$ cat config.mk
export PLATFORM = sky130hd
export DESIGN_NAME = jk_bank_driver_flat
export DESIGN_NICKNAME = d
export VERILOG_FILES = /design/src/rtl/jk_pkg.sv /design/src/rtl/jk_bank_driver_if.sv /design/src/rtl/jk_excite.sv /design/src/rtl/jk_bank_driver.sv /design/src/flat_wrapper.sv
export SDC_FILE = /design/constraint.sdc
export NUM_CORES = 1
export LEC_CHECK = 0
export CORE_UTILIZATION = 55
export CTS_BUF_LIST = sky130_fd_sc_hd__clkbuf_16
export DETAILED_ROUTE_END_ITERATION = 8
export HOLD_SLACK_MARGIN = 0.15
export PLACE_DENSITY = 0.95
export SYNTH_ARGS = -nofsm -noshare
export SYNTH_HDL_FRONTEND = slang
export SYNTH_SLANG_ARGS = --single-unit
$ cat constraint.sdc
create_clock -name clk -period 3.16 [get_ports clk]
set_input_delay 0.948 -clock clk [delete_from_list [all_inputs] [get_ports clk]]
set_output_delay 0.948 -clock clk [all_outputs]
set_load 0.02 [all_outputs]
$ cat src/rtl/jk_pkg.sv
// Shared types for the JK bank driver: sequencer states and per-bit {j,k} excitation codes.
package jk_pkg;

  typedef enum logic [1:0] {
    StIdle,
    StDrive,
    StWait,
    StCheck
  } state_e;

  // Excitation codes packed as {j, k}
  localparam logic [1:0] ExHold   = 2'b00;
  localparam logic [1:0] ExSet    = 2'b10;
  localparam logic [1:0] ExReset  = 2'b01;
  localparam logic [1:0] ExToggle = 2'b11;

endpackage

$ cat src/rtl/jk_bank_driver_if.sv
// Target handshake plus JK bank wiring between the driver (master) and the bank/producer side.
interface jk_bank_driver_if #(
  parameter int unsigned WIDTH = 4
) ();

  logic             tgt_valid;
  logic             tgt_ready;
  logic [WIDTH-1:0] tgt_data;
  logic [WIDTH-1:0] q_in;
  logic [WIDTH-1:0] j;
  logic [WIDTH-1:0] k;
  logic             done;
  logic             err;

  modport master (
    input  tgt_valid,
    input  tgt_data,
    input  q_in,
    output tgt_ready,
    output j,
    output k,
    output done,
    output err
  );

  modport slave (
    output tgt_valid,
    output tgt_data,
    output q_in,
    input  tgt_ready,
    input  j,
    input  k,
    input  done,
    input  err
  );

endinterface

$ cat src/rtl/jk_excite.sv
// Combinational excitation for one JK flop: picks {j,k} that moves q toward t.
module jk_excite
  import jk_pkg::*;
#(
  parameter bit USE_TOGGLE = 1'b0
) (
  input  logic q,
  input  logic t,
  output logic j,
  output logic k
);

  logic [1:0] ex;

  always_comb begin
    ex = ExHold;
    if (q != t) begin
      if (USE_TOGGLE) begin
        ex = ExToggle;
      end else if (t) begin
        ex = ExSet;
      end else begin
        ex = ExReset;
      end
    end
  end

  assign {j, k} = ex;

endmodule

$ cat src/rtl/jk_bank_driver.sv
// Drives a bank of JK flops to a requested word: pulse excitation, settle, read back, retry.
module jk_bank_driver
  import jk_pkg::*;
#(
  parameter int unsigned WIDTH      = 4,
  parameter int unsigned SETTLE     = 2,
  parameter int unsigned MAX_RETRY  = 3,
  parameter bit          USE_TOGGLE = 1'b0
) (
  input logic              clk,
  input logic              rst,
  jk_bank_driver_if.master bus
);

  state_e           state_q;
  logic [WIDTH-1:0] tgt_q;
  logic [WIDTH-1:0] j_q;
  logic [WIDTH-1:0] k_q;
  logic [3:0]       settle_q;
  logic [2:0]       retry_q;
  logic             ready_q;
  logic             done_q;
  logic             err_q;

  logic [WIDTH-1:0] ex_tgt;
  logic [WIDTH-1:0] ex_j;
  logic [WIDTH-1:0] ex_k;

  // Fresh targets excite from tgt_data; retries excite from the captured target.
  assign ex_tgt = (state_q == StIdle) ? bus.tgt_data : tgt_q;

  for (genvar i = 0; i < WIDTH; i++) begin : g_excite
    jk_excite #(
      .USE_TOGGLE(USE_TOGGLE)
    ) u_excite (
      .q(bus.q_in[i]),
      .t(ex_tgt[i]),
      .j(ex_j[i]),
      .k(ex_k[i])
    );
  end

  always_ff @(posedge clk or posedge rst) begin
    if (rst) begin
      state_q  <= StIdle;
      tgt_q    <= '0;
      j_q      <= '0;
      k_q      <= '0;
      settle_q <= '0;
      retry_q  <= '0;
      ready_q  <= 1'b0;
      done_q   <= 1'b0;
      err_q    <= 1'b0;
    end else begin
      done_q <= 1'b0;
      err_q  <= 1'b0;
      unique case (state_q)
        StIdle: begin
          j_q <= '0;
          k_q <= '0;
          if (bus.tgt_valid && ready_q) begin
            tgt_q   <= bus.tgt_data;
            j_q     <= ex_j;
            k_q     <= ex_k;
            retry_q <= '0;
            ready_q <= 1'b0;
            state_q <= StDrive;
          end else begin
            ready_q <= 1'b1;
          end
        end
        StDrive: begin
          j_q      <= '0;
          k_q      <= '0;
          // WAIT spans SETTLE edges counting down to zero.
          settle_q <= 4'(SETTLE - 1);
          state_q  <= StWait;
        end
        StWait: begin
          if (settle_q == '0) begin
            state_q <= StCheck;
          end else begin
            settle_q <= settle_q - 4'd1;
          end
        end
        StCheck: begin
          if (bus.q_in == tgt_q) begin
            done_q  <= 1'b1;
            ready_q <= 1'b1;
            state_q <= StIdle;
          end else if (retry_q < 3'(MAX_RETRY)) begin
            retry_q <= retry_q + 3'd1;
            j_q     <= ex_j;
            k_q     <= ex_k;
            state_q <= StDrive;
          end else begin
            err_q   <= 1'b1;
            ready_q <= 1'b1;
            state_q <= StIdle;
          end
        end
        default: state_q <= StIdle;
      endcase
    end
  end

  assign bus.tgt_ready = ready_q;
  assign bus.j         = j_q;
  assign bus.k         = k_q;
  assign bus.done      = done_q;
  assign bus.err       = err_q;

  done_err_exclusive: assert property (@(posedge clk) disable iff (rst) !(done_q && err_q));

endmodule
$ cat src/flat_wrapper.sv
// flat-port wrapper written by rule: the top's interface ports become plain ports
module jk_bank_driver_flat import jk_pkg::*;
#(
  parameter int unsigned WIDTH      = 4,
  parameter int unsigned SETTLE     = 2,
  parameter int unsigned MAX_RETRY  = 3,
  parameter bit          USE_TOGGLE = 1'b0
)
  (clk, rst, bus_tgt_valid, bus_tgt_data, bus_q_in, bus_tgt_ready, bus_j, bus_k, bus_done, bus_err);
  jk_bank_driver_if #(.WIDTH(WIDTH)) bus_i ();
  input logic clk;
  input logic rst;
  input wire logic [$bits(bus_i.tgt_valid)-1:0] bus_tgt_valid;
  input wire logic [$bits(bus_i.tgt_data)-1:0] bus_tgt_data;
  input wire logic [$bits(bus_i.q_in)-1:0] bus_q_in;
  output wire logic [$bits(bus_i.tgt_ready)-1:0] bus_tgt_ready;
  output wire logic [$bits(bus_i.j)-1:0] bus_j;
  output wire logic [$bits(bus_i.k)-1:0] bus_k;
  output wire logic [$bits(bus_i.done)-1:0] bus_done;
  output wire logic [$bits(bus_i.err)-1:0] bus_err;
  assign bus_i.tgt_valid = bus_tgt_valid;
  assign bus_i.tgt_data = bus_tgt_data;
  assign bus_i.q_in = bus_q_in;
  assign bus_tgt_ready = bus_i.tgt_ready;
  assign bus_j = bus_i.j;
  assign bus_k = bus_i.k;
  assign bus_done = bus_i.done;
  assign bus_err = bus_i.err;
  jk_bank_driver #(.WIDTH(WIDTH), .SETTLE(SETTLE), .MAX_RETRY(MAX_RETRY), .USE_TOGGLE(USE_TOGGLE)) u_core (.clk(clk), .rst(rst), .bus(bus_i));
endmodule
==> metrics.txt <==
NumNets Final around 150; initial antenna violation count 0; total track usage 23.4%; LEAKAGE a little under 0.0007 uW; fin util between 70% and 80%; Yosys cell types 30; total grt overflow 0; most frequent cell after synthesis dfrtp_1; Synth top cells by count 24 x dfrtp_1, 12 x nand2_1, 8 x inv_1, 8 x o2bb2ai_1; crit path max fanout 8; Period minus WS final 2.42 ns; Synth Flop Type dfrtp_1; Port Buf Inserts 21; Area contributors post-synth dfrtp_1 49%, ha_1 6.2%, o2bb2ai_1 5.7%; H-tree lvl count 1; Initial Utilization 60.3%; Max Freq approximately 0.41 GHz; Synth top area share ~49%; RSZ-0062 raised after global routing no; R2R cell count 5; worst r2r dst u_core.retry_q[0]; largest net degree at the start of global routing 25; setup ws final between 0.7 and 0.8 ns; sequential cell area fraction in the yosys report between 40% and 50%; area grow syn2layout 25.8%; Final Max Slew Viols 0; Clock transition at path regs roughly 0.060 ns; die area 2410 sq um; Setup-failing EPs final 0; Synth Area per Inst around 11 sq um; WL per Instance ~15 um; share of cells above drive strength 1 8.96%; Worst Setup Path Type in -> reg; skew final between 0.001 and 0.0015 ns; DRT iter0 DRCs 13; Via-to-Cell Ratio between 5 and 6; final hold vios 0; core area about 2000 sq um; Ports 22; row count 16; DR DRC count 0; R2R setup slack around 1.4 ns; Mapped Nets about 130; gp weighted congestion about 0.79; Total Power 1580 uW; Mapped Area about 1200 sq um; Setup crit start bus_q_in[2]; CP endpoint u_core.bus.j[2]; DR vias approximately 910; reg2reg start u_core.state_q[0]; P per Cell Area just over 1000 nW/um^2; Slew @ Worst Pin roughly 0.88 ns; 1st-pass router iterations 4; Clock Sinks 24; clk_lat worst skew approximately 0.25 ns; Post-DP HPWL between 1500 and 2000 um; Tcrit/Tclk final between 70% and 80%; clock root buffer clkbuf_16; die height approximately 50 um; critical path's largest stage delay 0.46 ns; crit end category register; Max-Cap Viols 0; ant diodes 0; number of synthesized flops with an enable pin 0; Yosys reg bits 24; synth warn 0; post-route ant nets 0; Resized Gates After CTS 0; clock buffer depth 2; Cell Chain, Critical Path clkdlybuf4s50_1, xnor2_1, nand4_1, a41oi_2, o2bb2ai_1; Post-Synthesis Cells approximately 110; Hold-fix buffers, CTS 0; crit path DAT 2.53 ns; DRT Wirelength 2440 um; hold_ws around 0.5 ns; asr flop ratio synth 100%; # Post-CTS Setup Buffers 0; Die X 49.1 um; top cell type by total area after synthesis dfrtp_1; first-pass GRT wire length roughly 4200 um; Fin Setup TNS 0 ns; Placement Setup Slack 0.504 ns; Slew HR approximately 41%; Req. time, crit path between 3 and 4 ns; maximum VDD drop slightly below 0.0006 V; class of the worst hold path reg -> reg; vias in the first global route between 900 and 1,000; TritonCTS clock tree yes; critical path's slowest cell clkdlybuf4s50_1; Setup crit start kind primary input; status finished, final reports clean; total CTS buffers 3
## worst max-delay path, delay by kind of cell
family / cells / cell delay [ns]
buffers and inverters: 1 / 0.46
and+or+nand+nor: 1 / 0.22
AOI/OAI and AO/OA: 2 / 0.62
xor gates and xnor gates: 1 / 0.28
## cell families after synthesis
logic type | after synthesis | share of synthesized area (%)
buffers and inverters | 9 | 2.87
AO/OA/AOI/OAI | 28 | 18.1
adder cells (fa/ha/maj) | 6 | 6.16
AND/OR/NAND/NOR | 29 | 11.2
XOR/XNOR | 5 | 3.59
flip-flops | 24 | 49.3
multiplexers | 10 | 8.83
## metrics by stage
stage | instance area [sq um] | std cells
3_5_place_dp | 1460 | 158
4_1_cts | 1530 | 161
2_1_floorplan | 1220 | 111
6_report | 1530 | 161
3_3_place_gp | 1460 | 158
5_1_grt | 1530 | 161
## worst min-delay path by stage
stage | slack [ns] | from | cells past startpoint | endpoint
after detailed placement | 0.47 | u_core.bus.k[0] | 1 | u_core.bus.k[0]
after floorplan | 0.47 | u_core.settle_q[2] | 2 | u_core.settle_q[2]
after global placement | 0.47 | u_core.bus.k[2] | 1 | u_core.bus.k[2]
after global routing | 0.51 | u_core.bus.j[1] | 1 | u_core.bus.j[1]
final | 0.49 | u_core.bus.k[2] | 1 | u_core.bus.k[2]
after CTS | 0.49 | u_core.bus.k[2] | 1 | u_core.bus.k[2]
## layout make-up
cell class	count	area, sq um
clock buffers	3	75.1
well taps	27	33.8
repair buffers	21	210
inverters	8	30.0
multi-input cells	78	583
flip-flops and latches	24	601
fillers	126	489
## power by group
group          internal (uW)  switching, uW  total (uW)
combinational            347            449         796
clock                    167           95.4         262
sequential               430           96.9         527
total                    944            641        1580
## state kept, by name (all words and copies together) (netlist names)
name / flops
u_core.retry_q: 3
u_core.tgt_q: 4
u_core.bus.j: 4
u_core.bus.k: 4
u_core.state_q: 2
u_core.bus.tgt_ready: 1
u_core.bus.err: 1
u_core.settle_q: 4
u_core.bus.done: 1
## cell usage in the layout (no fill, tap or decap), types with 4 or more instances in the layout
cell             Yosys  layout
clkdlybuf4s50_1      0      21
dfrtp_1             24      24
mux2_2               5       5
inv_1                8       8
nand2_1             12      12
a21oi_1              6       6
o2bb2ai_1            8       8
or2_1                4       4
ha_1                 6       6
nor2_1               5       5
xnor2_1              4       4
mux2i_1              4       4
## per-layer routing
metal  routed length, um  global-route usage (%)  part of all wire (%)
met1                1090                    29.7                    45
met2                1210                    38.8                    50
met3                  79                    4.36                   3.2
met4                  58                    9.80                   2.4
met5                   0                       0                     0
No activity file was read; power rests on OpenSTA's default activity.
